<file path="src/rtl/mem_access_pkg.sv">
// mem_access_pkg: core types, funct3 constants and store-side helpers for the memory-access stage
package mem_access_pkg;

    localparam int cXLEN = 32;

    localparam logic [2:0] cLB  = 3'b000;
    localparam logic [2:0] cLH  = 3'b001;
    localparam logic [2:0] cLW  = 3'b010;
    localparam logic [2:0] cLBU = 3'b100;
    localparam logic [2:0] cLHU = 3'b101;
    localparam logic [2:0] cSB  = 3'b000;
    localparam logic [2:0] cSH  = 3'b001;
    localparam logic [2:0] cSW  = 3'b010;

    typedef struct packed {
        logic             dv;
        logic [4:0]       addr;
        logic [cXLEN-1:0] data;
    } tRegOp;

    typedef struct packed {
        logic             isStore;
        logic [2:0]       funct3;
        logic [cXLEN-1:0] addr;
        logic [cXLEN-1:0] wdata;
        logic [4:0]       rd;
    } tMemOp;

    typedef enum logic [1:0] {IDLE, REQ, WAIT_R, DONE} tMemState;

    function automatic logic legalFunct3(input logic isStore, input logic [2:0] f);
        return isStore ? (f == cSB || f == cSH || f == cSW)
                       : (f == cLB || f == cLH || f == cLW || f == cLBU || f == cLHU);
    endfunction

    // Halves (xH/xHU) need addr[0]=0, words need addr[1:0]=0.
    function automatic logic misaligned(input logic [2:0] f, input logic [1:0] a);
        return (f[1:0] == 2'b01 && a[0]) || (f[1:0] == 2'b10 && a != 2'b00);
    endfunction

    function automatic logic [3:0] storeBe(input logic [2:0] f, input logic [1:0] a);
        return f == cSB ? 4'b0001 << a : f == cSH ? 4'b0011 << {a[1], 1'b0} : 4'hF;
    endfunction

    function automatic logic [cXLEN-1:0] storeData(input logic [2:0] f, input logic [cXLEN-1:0] d);
        return f == cSB ? {4{d[7:0]}} : f == cSH ? {2{d[15:0]}} : d;
    endfunction

endpackage

</file>
<file path="src/rtl/mem_access_if.sv">
// mem_access_if: data-memory request/grant/response bus between the memory stage and data memory
interface mem_access_if;
    import mem_access_pkg::*;

    logic             req;
    logic             we;
    logic [cXLEN-1:0] addr;
    logic [3:0]       be;
    logic [cXLEN-1:0] wdata;
    logic             gnt;
    logic             rvalid;
    logic [cXLEN-1:0] rdata;

    modport master (output req, we, addr, be, wdata, input gnt, rvalid, rdata);
    modport slave  (input req, we, addr, be, wdata, output gnt, rvalid, rdata);

endinterface

</file>
<file path="src/rtl/mem_load_align.sv">
// mem_load_align: picks the addressed byte/half out of a load word and sign- or zero-extends it
module mem_load_align
    import mem_access_pkg::*;
(
    input  logic [2:0]       funct3,
    input  logic [1:0]       addr,
    input  logic [cXLEN-1:0] rdata,
    output logic [cXLEN-1:0] data
);

    logic [7:0]  b;
    logic [15:0] h;

    // Halves select on addr[1] only, so an unaligned half folds onto its aligned lane.
    always_comb begin
        b    = 8'(rdata >> {addr, 3'b000});
        h    = 16'(rdata >> {addr[1], 4'b0000});
        data = funct3 == cLB  ? {{24{b[7]}}, b}  :
               funct3 == cLH  ? {{16{h[15]}}, h} :
               funct3 == cLBU ? {24'd0, b}       :
               funct3 == cLHU ? {16'd0, h}       : rdata;
    end

endmodule

</file>
<file path="src/rtl/mem_access.sv">
// mem_access: memory-access pipeline stage; one load/store in flight on the dmem bus.
// Define MEM_MISALIGN_TRAP_EN to trap misaligned halves/words instead of folding them aligned.
module mem_access
    import mem_access_pkg::*;
#(
    parameter int pTimeout = 255
) (
    input  logic         iClk,
    input  logic         iRst,
    input  logic         iValid,
    output logic         oReady,
    input  tMemOp        iMemOp,
    mem_access_if.master dmem,
    output tRegOp        oRdMem,
    output logic         oExc,
    output logic         oBusErr
);

    tMemState         state, nextState;
    tMemOp            op;
    logic [3:0]       be;
    logic [cXLEN-1:0] wdata;
    logic [cXLEN-1:0] loadData;
    logic [cXLEN-1:0] extData;
    logic [7:0]       cnt;
    logic             legal;
    logic             timeout;

`ifdef MEM_MISALIGN_TRAP_EN
    assign legal = legalFunct3(iMemOp.isStore, iMemOp.funct3) && !misaligned(iMemOp.funct3, iMemOp.addr[1:0]);
`else
    assign legal = legalFunct3(iMemOp.isStore, iMemOp.funct3);
`endif

    assign timeout = (cnt + 8'd1) == 8'(pTimeout);

    mem_load_align uAlign (
        .funct3 (op.funct3),
        .addr   (op.addr[1:0]),
        .rdata  (dmem.rdata),
        .data   (extData)
    );

    // State register.
    always_ff @(posedge iClk or negedge iRst) begin
        if (!iRst) state <= IDLE;
        else       state <= nextState;
    end

    // Next state: grant/rvalid win over a timeout landing in the same cycle.
    always_comb begin
        nextState = state;
        case (state)
            IDLE:    nextState = (iValid && legal) ? REQ : IDLE;
            REQ:     nextState = dmem.gnt ? (op.isStore ? IDLE : WAIT_R) : timeout ? IDLE : REQ;
            WAIT_R:  nextState = dmem.rvalid ? DONE : timeout ? IDLE : WAIT_R;
            default: nextState = IDLE;
        endcase
    end

    // Outputs: bus fields only driven while requesting, writeback only in DONE.
    always_comb begin
        oReady     = state == IDLE;
        dmem.req   = state == REQ;
        dmem.we    = state == REQ && op.isStore;
        dmem.addr  = state == REQ ? {op.addr[cXLEN-1:2], 2'b00} : '0;
        dmem.be    = state == REQ ? be : 4'h0;
        dmem.wdata = state == REQ && op.isStore ? wdata : '0;
        oRdMem     = state == DONE ? tRegOp'{op.rd != 5'd0, op.rd, loadData} : '0;
    end

    // Datapath: capture op on offer, wait counter, load result and error pulses.
    always_ff @(posedge iClk or negedge iRst) begin
        if (!iRst) begin
            op       <= '0;
            be       <= '0;
            wdata    <= '0;
            loadData <= '0;
            cnt      <= '0;
            oExc     <= 1'b0;
            oBusErr  <= 1'b0;
        end else begin
            oExc    <= state == IDLE && iValid && !legal;
            oBusErr <= ((state == REQ && !dmem.gnt) || (state == WAIT_R && !dmem.rvalid)) && timeout;
            cnt     <= ((state == REQ || state == WAIT_R) && nextState == state) ? cnt + 8'd1 : '0;
            if (state == IDLE && iValid) begin
                op    <= iMemOp;
                be    <= iMemOp.isStore ? storeBe(iMemOp.funct3, iMemOp.addr[1:0]) : 4'hF;
                wdata <= storeData(iMemOp.funct3, iMemOp.wdata);
            end
            if (state == WAIT_R && dmem.rvalid) loadData <= extData;
        end
    end

endmodule

</file>
<file path="src/flat_wrapper.sv">
// flat-port wrapper written by rule: the top's interface ports become plain ports
module mem_access_flat import mem_access_pkg::*;
#(
    parameter int pTimeout = 255
)
  (iClk, iRst, iValid, oReady, iMemOp, oRdMem, oExc, oBusErr, dmem_req, dmem_we, dmem_addr, dmem_be, dmem_wdata, dmem_gnt, dmem_rvalid, dmem_rdata);
  mem_access_if dmem_i ();
  input  logic iClk;
  input  logic iRst;
  input  logic iValid;
  output logic oReady;
  input  tMemOp iMemOp;
  output tRegOp oRdMem;
  output logic oExc;
  output logic oBusErr;
  output wire logic [$bits(dmem_i.req)-1:0] dmem_req;
  output wire logic [$bits(dmem_i.we)-1:0] dmem_we;
  output wire logic [$bits(dmem_i.addr)-1:0] dmem_addr;
  output wire logic [$bits(dmem_i.be)-1:0] dmem_be;
  output wire logic [$bits(dmem_i.wdata)-1:0] dmem_wdata;
  input wire logic [$bits(dmem_i.gnt)-1:0] dmem_gnt;
  input wire logic [$bits(dmem_i.rvalid)-1:0] dmem_rvalid;
  input wire logic [$bits(dmem_i.rdata)-1:0] dmem_rdata;
  assign dmem_req = dmem_i.req;
  assign dmem_we = dmem_i.we;
  assign dmem_addr = dmem_i.addr;
  assign dmem_be = dmem_i.be;
  assign dmem_wdata = dmem_i.wdata;
  assign dmem_i.gnt = dmem_gnt;
  assign dmem_i.rvalid = dmem_rvalid;
  assign dmem_i.rdata = dmem_rdata;
  mem_access #(.pTimeout(pTimeout)) u_core (.iClk(iClk), .iRst(iRst), .iValid(iValid), .oReady(oReady), .iMemOp(iMemOp), .dmem(dmem_i), .oRdMem(oRdMem), .oExc(oExc), .oBusErr(oBusErr));
endmodule
</file>
<file path="config.mk">
export PLATFORM = sky130hd
export DESIGN_NAME = mem_access_flat
export DESIGN_NICKNAME = d
export VERILOG_FILES = /design/src/rtl/mem_access_pkg.sv /design/src/rtl/mem_access_if.sv /design/src/rtl/mem_load_align.sv /design/src/rtl/mem_access.sv /design/src/flat_wrapper.sv
export SDC_FILE = /design/constraint.sdc
export NUM_CORES = 1
export LEC_CHECK = 0
export ABC_AREA = 1
export CAP_MARGIN = 20
export CORE_ASPECT_RATIO = 0.9
export CORE_MARGIN = 3
export CORE_UTILIZATION = 45
export CTS_CLUSTER_SIZE = 24
export DETAILED_ROUTE_END_ITERATION = 10
export HOLD_SLACK_MARGIN = 0.1
export PLACE_DENSITY = 0.82
export SLEW_MARGIN = 20
export SYNTH_ARGS = -nofsm -noshare
export SYNTH_HDL_FRONTEND = slang
export SYNTH_SLANG_ARGS = --single-unit
</file>
<file path="constraint.sdc">
create_clock -name iClk -period 2.03 [get_ports iClk]
set_input_delay 0.609 -clock iClk [delete_from_list [all_inputs] [get_ports iClk]]
set_output_delay 0.609 -clock iClk [all_outputs]
set_load 0.005 [all_outputs]
</file>
==> summary.md <==
| Metric | Value |
|---|---|
| Skew final | `0.0101 ns` |
| Mapped cell area | `around 6500 µm²` |
| Sw Share | `0.410` |
| Remaining Overflow, GRT | `0` |
| GR peak layer | `met2` |
| Combinational Power Share | `0.493` |
| Met1 Usage GRT | `0.354` |
| Endpoint type of the worst setup path | `output port` |
| IO Port Bufs | `218` |
| Clk network pwr share | `0.210` |
| Largest net degree at the start of global routing | `36` |
| Highest clock rate | `413 MHz` |
| Vias in the first global route | `between 7000 and 8000` |
| # setup viols final | `between 100 and 150` |
| Hpwl dp | `15100 µm` |
| RR Startpoint | `u_core.state[0]$_DFF_PN0_` |
| Placed Area | `between 9000 and 10000 µm²` |
| EDFF count, synth | `0` |
| Dpl ws | `-0.250 ns` |
| Share of flip-flops with an asynchronous set or reset | `1.00` |
| Post-synthesis register bit count | `121` |
| Worst setup margin | `-0.391 ns` |
| Initial antenna violation count | `0` |
| Sw power | `6.08 mW` |
| Die Ht | `120 µm` |
| Initial Util | `0.473` |
| Maximum vdd ir drop | `0.857 mV` |
| Global-route wire length before repair | `35900 µm` |
| Worst reg2reg path endpoint | `u_core.wdata[26]$_DFFE_PN0P_` |
| Fin. max-slew vios | `0` |
| CTS root buffer | `clkbuf_16` |
| CP Launch Point | `u_core.state[1]$_DFF_PN0_` |
| # IOs | `221` |
| Routing usage on met2 | `0.462` |
| Hold Slack | `0.162 ns` |
| Leak | `5.86 nW` |
| Worst EP required | `between 1 and 1.5 ns` |
| Clk buf depth | `2` |
| R2R Setup Slk | `-0.02 ns` |
| Avg Cell Area, Syn | `7.30 µm²` |
| Gr usage total | `0.283` |
| Top FF cell, synth | `dfrtp_1` |
| CP startpoint kind | `flop` |
| Rows | `40` |
| WL/cell | `between 15 and 20 µm` |
| DRC viols | `0` |
| Cells after Synth | `888` |
| ANT cells | `0` |
| Commonest non-fill, non-tap cell in the layout | `nand2_1` |
| Period utilization | `1.19` |
| Post-synth cell types | `35` |
| Outcome | `complete, but fails checks` |
| Via count | `around 7500` |
| FILL cells | `800` |
| RSZ-0062 raised after global routing | `true` |
| CTS Hold Bufs | `0` |
| Failing checks | `setup timing` |
| Clock Pin Slew Worst Setup and Hold Paths | `0.06 ns` |
| Internal power | `8.76 mW` |
| Max-cap viol count | `0` |
| Total power | `14.8 mW` |
| Final WL | `26100 µm` |
| Antenna-violating nets left | `0` |
| WS Path Type | `flop to output port` |
| Sequential-to-total area share from yosys stat | `0.467` |
| Worst slew pin tran | `0.534 ns` |
| Worst-Skew Late Latency | `0.43 ns` |
| Final Hold Viols | `0` |
| Die Wd | `133 µm` |
| Die Area | `15900 µm²` |
| Pre-Repair DR Iteration Count | `8` |
| P&R area growth vs syn | `70.3%` |
| Reg2reg path depth | `10` |
| CTS tree | `done` |
| Worst Path Max Fanout | `7` |
| Seq pwr share | `0.296` |
| Routed vias/inst | `5.40` |
| Synth warn | `0` |
| Initial DRC count | `863` |
| Post-layout instance area | `between 10000 and 15000 µm²` |
| Cell Pwr Density | `1340 nW/µm²` |
| CTS Buf Count | `17` |
| Relative slew margins | `0.642` |
| Met3 GRT Util | `0.0838` |
| Worst Hold Class | `input pin to async pin` |
| CTS HTree Levels | `4` |
| Arr. time, crit path | `roughly 1.8 ns` |
| Commonest cells after routing, fill and taps aside | `nand2_1, dfrtp_1, clkdlybuf4s50_1, inv_1, nor2_1` |
| Final min period | `2.42 ns` |
| Placer Congestion | `0.893` |
| Clk sink count | `121` |
| Proportion of layout cells with a drive suffix above 1 | `0.376` |
| Setup TNS | `-27.59 ns` |
| Core area | `13700 µm²` |
| Layout Nets | `around 1300` |
[what timing repair did]
| item | 4_1_cts | 5_1_grt |
|---|---|---|
| buffers inserted | 18 | 29 |
| pin swaps | 6 | 12 |
| gates cloned | 7 | 5 |
| setup endpoints to repair | 107 | 115 |
| resized for setup | 374 | 322 |
[cell families (layout without fill, tap and decap cells)]
logic type                 Yosys count  count (layout)  synth area share
and+or+nand+nor                    395             395             0.256
other                                1               2          0.000578
AOI/OAI and AO/OA                  163             163             0.144
muxes                                1               1           0.00154
DFF                                121             121             0.467
buffers and inverters              201             516             0.119
adders and majority gates            6               6            0.0116
[per-layer routing]
layer	share of wire	up-vias
met1	0.37	3569
met2	0.49	479
met3	0.10	98
li1	-	3375
met5	0	-
met4	0.046	0
[critical path, cell delays in order (launching register included)]
cell	delay, ns
dfrtp_1	0.40
buf_6	0.13
ha_4	0.22
buf_4	0.16
buf_6	0.11
buf_4	0.13
nand2_1	0.06
inv_1	0.04
dlymetal6s2s_1	0.14
[cells in the mapped netlist, types with 9 or more instances]
cell type    n  share of area
dfrtp_1    121           0.47
nor2_1     110          0.064
a21oi_1     76          0.059
o21ai_0     24          0.019
inv_1      146          0.085
nand3_1     11         0.0085
inv_2       11         0.0064
buf_1       12         0.0069
nor3_2       9          0.014
nand2_1    232           0.13
o211ai_1    14          0.016
nand2_2     13          0.013
o21ai_1     20          0.015
clkbuf_1    22          0.013
[power by group through the flow]
stage	clock, mW	combinational (mW)	sequential [mW]
after global placement	0	5.28	4.09
after detailed placement	0	5.41	4.12
after CTS	3.13	6.12	4.17
after global routing	3.25	7.90	4.49
final	3.12	7.32	4.40
after floorplan	0	3.09	3.92
[worst max-delay path by stage]
stage	cells past startpoint	slack (ns)	endpoint
after floorplan	6	0.08	dmem_we
after global placement	10	-0.21	u_core.cnt[0]$_DFF_PN0_
after detailed placement	10	-0.25	u_core.cnt[0]$_DFF_PN0_
after CTS	6	-0.50	oRdMem[29]
after global routing	8	-0.44	oRdMem[4]
final	8	-0.39	oRdMem[4]
[stage by stage]
| stage | util | cells |
|---|---|---|
| 2_1_floorplan | - | 889 |
| 3_3_place_gp | 0.677 | 1307 |
| 3_5_place_dp | 0.677 | 1307 |
| 6_report | 0.805 | 1393 |
| 4_1_cts | 0.749 | 1364 |
| 5_1_grt | 0.805 | 1393 |
[cell type report]
| cell class | count | area [µm²] | share of cell area |
|---|---|---|---|
| multi-input cells | 567 | 3330 | 0.301 |
| inverters | 157 | 594 | 0.0538 |
| well taps | 189 | 236 | 0.0214 |
| repair buffers | 327 | 3250 | 0.294 |
| flip-flops and latches | 121 | 3030 | 0.274 |
| clock inverters | 12 | 149 | 0.0135 |
| clock buffers | 20 | 457 | 0.0414 |
[flip-flops by register name, indices dropped and copies added (netlist names)]
register and cells:
u_core.be 4, u_core.cnt 8, u_core.loadData 32, u_core.oBusErr 1, u_core.oExc 1, u_core.op 41
u_core.state 2, u_core.wdata 32
No activity file was read; power rests on OpenSTA's default activity.
